--- src/rtl/uart_rx_port_if.sv ---
// CPU-side run/done toggle bus for the UART receive device.
// The master raises a request by toggling bus_run; the slave answers by toggling bus_done.
interface uart_rx_port_if;
  logic [15:0] bus_addr;
  logic [1:0]  bus_cmd;
  logic        bus_run;
  logic [15:0] bus_rd_data;
  logic        bus_done;

  modport master (
    output bus_addr, bus_cmd, bus_run,
    input  bus_rd_data, bus_done
  );

  modport slave (
    input  bus_addr, bus_cmd, bus_run,
    output bus_rd_data, bus_done
  );
endinterface

--- src/rtl/uart_rx_port.sv ---
// 8N1 UART receiver feeding a small FIFO, read by the CPU through a data and a status register
// over the run/done toggle bus.
module uart_rx_port #(
  parameter int unsigned CLK_FREQ   = 27000000,
  parameter int unsigned BAUD       = 115200,
  parameter int unsigned FIFO_DEPTH = 8,
  parameter logic [15:0] ADDR_DATA  = 16'h0002,
  parameter logic [15:0] ADDR_STAT  = 16'h0003
) (
  input  logic          sysclk,
  input  logic          reset_n,
  input  logic          uart_rxp,
  uart_rx_port_if.slave bus,
  output logic          rx_irq
);

  localparam int unsigned DIV   = CLK_FREQ / BAUD;
  localparam int unsigned HALF  = DIV / 2;
  localparam int          CNT_W = (DIV > 2) ? $clog2(DIV) : 1;
  localparam int          PTR_W = $clog2(FIFO_DEPTH);

  localparam logic [CNT_W-1:0] DIV_M1  = CNT_W'(DIV - 1);
  localparam logic [CNT_W-1:0] HALF_M1 = CNT_W'(HALF - 1);
  localparam logic [CNT_W-1:0] CNT_ONE = CNT_W'(1);
  localparam logic [PTR_W-1:0] PTR_ONE = PTR_W'(1);
  localparam logic [PTR_W:0]   CNT1    = (PTR_W + 1)'(1);
  localparam logic [PTR_W:0]   DEPTH_C = (PTR_W + 1)'(FIFO_DEPTH);

  localparam logic [1:0] S_IDLE  = 2'd0;
  localparam logic [1:0] S_START = 2'd1;
  localparam logic [1:0] S_DATA  = 2'd2;
  localparam logic [1:0] S_STOP  = 2'd3;

  logic             rx_meta_q, rxs_q, run_meta_q, run_s_q;
  logic [1:0]       state_q, state_d;
  logic [CNT_W-1:0] cnt_q, cnt_d;
  logic [2:0]       idx_q, idx_d;
  logic [7:0]       shift_q, shift_d;
  logic [7:0]       mem_q [FIFO_DEPTH];
  logic [PTR_W-1:0] wr_ptr_q, wr_ptr_d, rd_ptr_q, rd_ptr_d;
  logic [PTR_W:0]   count_q, count_d;
  logic             overrun_q, overrun_d, frame_err_q, frame_err_d;
  logic [15:0]      rd_data_q, rd_data_d;
  logic             done_q, done_d, irq_q, irq_d;

  logic push_evt, fe_evt, push_ok, ovr_evt, pop;
  logic req, is_rd, data_sel, stat_sel, stat_rd, full, nonempty;

  // Receive FSM: one down-counter times both the half-bit start check and full bit periods.
  always_comb begin
    state_d  = state_q;
    cnt_d    = cnt_q;
    idx_d    = idx_q;
    shift_d  = shift_q;
    push_evt = 1'b0;
    fe_evt   = 1'b0;
    case (state_q)
      S_IDLE: begin
        if (!rxs_q) begin
          cnt_d   = HALF_M1;
          state_d = S_START;
        end
      end
      S_START: begin
        if (cnt_q == '0) begin
          if (rxs_q) begin
            state_d = S_IDLE;
          end else begin
            cnt_d   = DIV_M1;
            idx_d   = 3'd0;
            state_d = S_DATA;
          end
        end else begin
          cnt_d = cnt_q - CNT_ONE;
        end
      end
      S_DATA: begin
        if (cnt_q == '0) begin
          shift_d = {rxs_q, shift_q[7:1]};
          cnt_d   = DIV_M1;
          idx_d   = idx_q + 3'd1;
          if (idx_q == 3'd7) state_d = S_STOP;
        end else begin
          cnt_d = cnt_q - CNT_ONE;
        end
      end
      default: begin
        if (cnt_q == '0) begin
          state_d  = S_IDLE;
          push_evt = rxs_q;
          fe_evt   = !rxs_q;
        end else begin
          cnt_d = cnt_q - CNT_ONE;
        end
      end
    endcase
  end

  // Bus decode, FIFO bookkeeping and sticky error flags.
  always_comb begin
    req      = (run_s_q != done_q);
    is_rd    = (bus.bus_cmd == 2'b00) || (bus.bus_cmd == 2'b10);
    data_sel = (bus.bus_addr == ADDR_DATA);
    stat_sel = (bus.bus_addr == ADDR_STAT);
    full     = (count_q == DEPTH_C);
    nonempty = (count_q != '0);
    pop      = req && is_rd && data_sel && nonempty;
    stat_rd  = req && is_rd && stat_sel;
    // A full FIFO still accepts a byte when the head leaves in the same cycle.
    push_ok  = push_evt && (!full || pop);
    ovr_evt  = push_evt && full && !pop;

    done_d    = req ? ~done_q : done_q;
    rd_data_d = rd_data_q;
    if (req && is_rd && data_sel) begin
      rd_data_d = nonempty ? {8'h00, mem_q[rd_ptr_q]} : 16'h0000;
    end else if (stat_rd) begin
      rd_data_d = {12'h000, frame_err_q, overrun_q, full, nonempty};
    end

    overrun_d   = (overrun_q && !stat_rd) || ovr_evt;
    frame_err_d = (frame_err_q && !stat_rd) || fe_evt;
    wr_ptr_d    = push_ok ? wr_ptr_q + PTR_ONE : wr_ptr_q;
    rd_ptr_d    = pop ? rd_ptr_q + PTR_ONE : rd_ptr_q;
    case ({push_ok, pop})
      2'b10:   count_d = count_q + CNT1;
      2'b01:   count_d = count_q - CNT1;
      default: count_d = count_q;
    endcase
    irq_d = (count_d != '0);
  end

  always_ff @(posedge sysclk or negedge reset_n) begin
    if (!reset_n) begin
      rx_meta_q   <= 1'b1;
      rxs_q       <= 1'b1;
      run_meta_q  <= 1'b0;
      run_s_q     <= 1'b0;
      state_q     <= S_IDLE;
      cnt_q       <= '0;
      idx_q       <= 3'd0;
      wr_ptr_q    <= '0;
      rd_ptr_q    <= '0;
      count_q     <= '0;
      overrun_q   <= 1'b0;
      frame_err_q <= 1'b0;
      rd_data_q   <= 16'h0000;
      done_q      <= 1'b0;
      irq_q       <= 1'b0;
    end else begin
      rx_meta_q   <= uart_rxp;
      rxs_q       <= rx_meta_q;
      run_meta_q  <= bus.bus_run;
      run_s_q     <= run_meta_q;
      state_q     <= state_d;
      cnt_q       <= cnt_d;
      idx_q       <= idx_d;
      wr_ptr_q    <= wr_ptr_d;
      rd_ptr_q    <= rd_ptr_d;
      count_q     <= count_d;
      overrun_q   <= overrun_d;
      frame_err_q <= frame_err_d;
      rd_data_q   <= rd_data_d;
      done_q      <= done_d;
      irq_q       <= irq_d;
    end
  end

  always_ff @(posedge sysclk) begin
    shift_q <= shift_d;
    if (push_ok) mem_q[wr_ptr_q] <= shift_q;
  end

  assign bus.bus_rd_data = rd_data_q;
  assign bus.bus_done    = done_q;
  assign rx_irq          = irq_q;

endmodule
--- src/flat_wrapper.sv ---
// flat-port wrapper written by rule: the top's interface ports become plain ports
module uart_rx_port_flat 
#(
  parameter int unsigned CLK_FREQ   = 27000000,
  parameter int unsigned BAUD       = 115200,
  parameter int unsigned FIFO_DEPTH = 8,
  parameter logic [15:0] ADDR_DATA  = 16'h0002,
  parameter logic [15:0] ADDR_STAT  = 16'h0003
)
  (sysclk, reset_n, uart_rxp, rx_irq, bus_bus_addr, bus_bus_cmd, bus_bus_run, bus_bus_rd_data, bus_bus_done);
  uart_rx_port_if bus_i ();
  input  logic sysclk;
  input  logic reset_n;
  input  logic uart_rxp;
  output logic rx_irq;
  input wire logic [$bits(bus_i.bus_addr)-1:0] bus_bus_addr;
  input wire logic [$bits(bus_i.bus_cmd)-1:0] bus_bus_cmd;
  input wire logic [$bits(bus_i.bus_run)-1:0] bus_bus_run;
  output wire logic [$bits(bus_i.bus_rd_data)-1:0] bus_bus_rd_data;
  output wire logic [$bits(bus_i.bus_done)-1:0] bus_bus_done;
  assign bus_i.bus_addr = bus_bus_addr;
  assign bus_i.bus_cmd = bus_bus_cmd;
  assign bus_i.bus_run = bus_bus_run;
  assign bus_bus_rd_data = bus_i.bus_rd_data;
  assign bus_bus_done = bus_i.bus_done;
  uart_rx_port #(.CLK_FREQ(CLK_FREQ), .BAUD(BAUD), .FIFO_DEPTH(FIFO_DEPTH), .ADDR_DATA(ADDR_DATA), .ADDR_STAT(ADDR_STAT)) u_core (.sysclk(sysclk), .reset_n(reset_n), .uart_rxp(uart_rxp), .bus(bus_i), .rx_irq(rx_irq));
endmodule
--- config.mk ---
export PLATFORM = sky130hd
export DESIGN_NAME = uart_rx_port_flat
export DESIGN_NICKNAME = d
export VERILOG_FILES = /design/src/rtl/uart_rx_port_if.sv /design/src/rtl/uart_rx_port.sv /design/src/flat_wrapper.sv
export SDC_FILE = /design/constraint.sdc
export NUM_CORES = 1
export LEC_CHECK = 0
export ABC_AREA = 0
export CORE_MARGIN = 2
export CORE_UTILIZATION = 60
export CTS_BUF_LIST = sky130_fd_sc_hd__clkbuf_8
export DETAILED_ROUTE_END_ITERATION = 8
export PLACE_DENSITY_LB_ADDON = 0.15
export SYNTH_ARGS = -nofsm -noshare
export SYNTH_HDL_FRONTEND = slang
export SYNTH_SLANG_ARGS = --single-unit
export TNS_END_PERCENT = 100
--- constraint.sdc ---
create_clock -name sysclk -period 3.9 [get_ports sysclk]
set_input_delay 0.975 -clock sysclk [delete_from_list [all_inputs] [get_ports sysclk]]
set_output_delay 0.975 -clock sysclk [all_outputs]
set_load 0.03 [all_outputs]
==> results.txt <==
The violation count after the first detailed-routing iteration came out at 162. The setup fix buffers added after clock tree synthesis is 0. The biggest cell delay along the critical path came out at 0.40 ns. The slowest stage cell on the critical path is clkdlybuf4s50_1. The portion of total power attributed to combinational logic came out at 2.2%. The most numerous cell type found on the critical path is xnor2_1. The minimum hold slack came out at 0.3618 ns. Summed over all failing endpoints, the final setup total negative slack is 0 ns. The wire-length estimate of the detail-placed layout is 5.711 mm.

The post-detailed-route wirelength per cell came out at 17.57 um. The initial antenna violation count is 0. The internal power of the cells totals 1.575 mW. The source-to-sink clock delay at the later pin of the worst-skew pair is 0.38 ns. During synthesis, Yosys emitted a total of 0 warnings. Row generation in the floorplan step produced 32 rows.

The number of vias after detailed routing is 2746. The final cell utilization of the core came out at 70.39%. The floorplan die height is 93.28 um. The number of instances in the synthesized netlist is 329. The library cell used most frequently in the layout, excluding fill and tap cells, is edfxtp_1. Setup violations remaining at the end of the flow were counted as 0. The final critical-path required period is 3.379 ns.

The worst-case setup slack after placement is 0.1434 ns. The clock tree from TritonCTS is yes. The most instantiated flip-flop cell in the synthesis netlist is edfxtp_1. The total detailed-routing wirelength is 8.414 mm. The flow ran to the end, and the final reports show no timing, DRC or antenna violations.

The synthesized area per cell came out at 14.54 um2. The total routing usage reported by global routing came out at 21.47%. Setup repair after global routing left no endpoint under its margin.

The horizontal extent of the die is 93.28 um. The leftover overflow at the end of global routing is 0. The weighted congestion at the end of routability-driven global placement is 0.8446. The effective utilization at floorplan is 61.88%.

The cell type with the largest total area after synthesis is edfxtp_1. Clock tree synthesis selected as its root buffer the cell clkbuf_8. The pre-antenna-repair detailed-routing pass consisted of 5 iterations.

The number of global-route vias before repair is 2761. The wire length of the first global-routing pass came out at 13.90 mm. The critical path goes through clkdlybuf4s50_1 > nor4_1 > nand4_1 > nor3_1 > nor2b_1 > xnor2_1 > ha_1 > nor4_2 > a41oi_2 > xnor2_1 > or3_1. Measured against its own limit, the worst slew margin works out to 42.36%.

The growth of design area from synthesis to finish came out at 13.74%. The endpoint arrival time on the critical path is 3.65 ns. The largest net degree at the start of global routing came out at 40. Clock skew on the completed layout was measured at 0.01264 ns.

The top cell type's share of synthesized area is 45.21%. Clock-pin slew was measured on the worst setup and hold paths at 0.11 ns. The leakage component of the power came out at 1.999 nW. For this design the ratio of total power to cell area is 368.0 nW/um2. The clock net in this run drives a total of 111 sinks. The register area share after synthesis came out at 65.67%. Of the available clock period, the critical path in the final layout requires 86.63%. The type of the worst setup path is primary input to register. The cell class contributing the biggest share of worst-path delay is simple AND/OR/NAND/NOR gates.

Net switching is 21.32% of the power. The transition time at the pin with the least slew margin came out at 0.8646 ns. The fmax came out at 296.0 MHz.

In this run the power spent charging and discharging nets is 0.4267 mW. Buffers inserted during clock tree synthesis total 9. In the post-synthesis netlist, the biggest area contributors are edfxtp_1, dfrtp_1, mux4_2. The number of buffers added on ports is 30.

STA classifies the critical path endpoint as a register. In the layout the commonest cells are edfxtp_1, dfrtp_1, clkdlybuf4s50_1. Once detail routing completed, the nets flagged for antenna violations numbered 0. The number of antenna repair diodes came out at 0. The worst path meets setup with 0.5214 ns of slack. The worst setup path is launched from a primary input.

The layout cell share with drive strength beyond 1 is 15.92%. Sequential cells account for 62.3% of the total power. After clock tree synthesis, the repair step resized 0 gates.

The number of flops mapped to enable cells by yosys is 72. The power share of the clock group is 35.5%. The cts-stage hold buffer count came out at 0. In this run the standard cell core region covers 7727 um2. The die outline area is 8700 um2.

In this run the worst hold path is classified as register to register. The maximum clock insertion buffer count came out at 2. Using the TritonRoute via totals, the vias-per-cell ratio works out to 5.733. The max-cap check violation count came out at 0. The mapped netlist covers 4782 um2.

Data on the critical path is required at its endpoint by 4.17 ns. The async set or reset register ratio after synthesis came out at 35.14%. The instance count after placement with tap cells included is 463.

The number of ports placed on the die boundary came out at 40. The top fanout value on the critical path came out at 4. The layout filler cell count came out at 501. The number of pins exceeding their max-slew limit in the final report is 0.

The multi-input logic area is 1529 um2. Counting both buffers and inverters, the worst setup path holds a total of 1. The flop and latch count out of synthesis is 111. In the final layout, flip-flops and latches occupy 3141 um2. The remaining design rule violation count is 0. The post-layout instance count excluding filler cells came out at 479. The total number of nets in the final design came out at 406. The netlist uses 52 different library cells. The H-tree depth came out at 3. The maximum vdd drop came out at 0.0002087 V. The final count of hold timing violations was 0.
==> sequential cells by signal, indices dropped and copies added, names as in the netlist <==
name and count:
u_core.mem_q 64, u_core.bus.bus_rd_data 8, u_core.cnt_q 8, u_core.shift_q 8
u_core.count_q 4, u_core.idx_q 3, u_core.rd_ptr_q 3, u_core.wr_ptr_q 3
u_core.state_q 2, u_core.bus.bus_done 1, u_core.frame_err_q 1, u_core.overrun_q 1
u_core.run_meta_q 1, u_core.run_s_q 1, u_core.rx_irq 1, u_core.rx_meta_q 1
u_core.rxs_q 1
==> routing by layer <==
metal | wire length [um] | vias to the layer above | global-route usage [%]
met5 | 0 | - | 0
li1 | - | 1304 | -
met2 | 4073 | 71 | 34.71
met4 | 145 | 0 | 6.985
met3 | 456 | 14 | 5.479
met1 | 3739 | 1357 | 28.87
==> Yosys cell counts (all sizes together), types with 2 or more instances <==
master and count:
nor3 7, o21ai 16, a22o 2, o22a 2, buf 11, or2 3, nor4b 2, mux4 16
nor2b 4, nand3 3, xnor2 6, mux2 3, edfxtp 72, nand2 26, inv 7, nand2b 4
o31ai 3, ha 12, a31oi 5, nor4 4, nor2 26, or3 4, dfstp 2, clkbuf 9
dfrtp 37, and3 2, mux2i 11, a21oi 13
==> power by group through the flow <==
stage               Combinational (mW)  Clock, mW  Sequential (mW)
CTS                             0.0457      0.725             1.25
global placement                0.0448          0             1.27
detailed placement              0.0457          0             1.27
global route                    0.0496      0.765             1.25
floorplan                       0.0203          0             1.27
finish                          0.0450      0.710             1.25
==> metrics by stage <==
stage	power (mW)	area, um2
detailed placement	1.318	5231
global route	2.061	5439
global placement	1.316	5231
floorplan	1.293	4808
CTS	2.017	5439
finish	2.001	5439
==> final timing paths <==
check	slack, ns	end	from	depth (start not counted)
hold / removal	0.36	u_core.rxs_q	u_core.rx_meta_q	0
setup reg to reg	0.61	u_core.rx_irq	u_core.cnt_q[4]	11
setup / recovery	0.52	u_core.rx_irq	bus_bus_cmd[0]	11
min in group asynchronous	0.70	u_core.bus.bus_rd_data[6]	reset_n	1
max in group asynchronous	2.65	u_core.idx_q[2]	reset_n	1
hold reg to reg	0.36	u_core.rxs_q	u_core.rx_meta_q	0
==> cell families (layout without fill, tap and decap cells) <==
logic type,after synthesis,in the layout,share of synthesized area [%]
AOI/OAI and AO/OA,52,52,7.039
xor gates and xnor gates,7,7,1.282
adders and majority gates,12,12,3.140
buffers and inverters,27,68,2.904
DFF,111,111,65.67
muxes,30,30,10.54
other,1,8,0.07842
and+or+nand+nor,89,89,9.340
==> area by class of cell <==
type,count,share of cell area (%)
inverter,7,0.4831
sequential,111,57.74
timing repair buffer,45,7.499
multi-input combinational,198,28.11
tap,102,2.346
clock buffer,9,2.277
clock inverter,7,1.541
No activity file was read; power rests on OpenSTA's default activity.
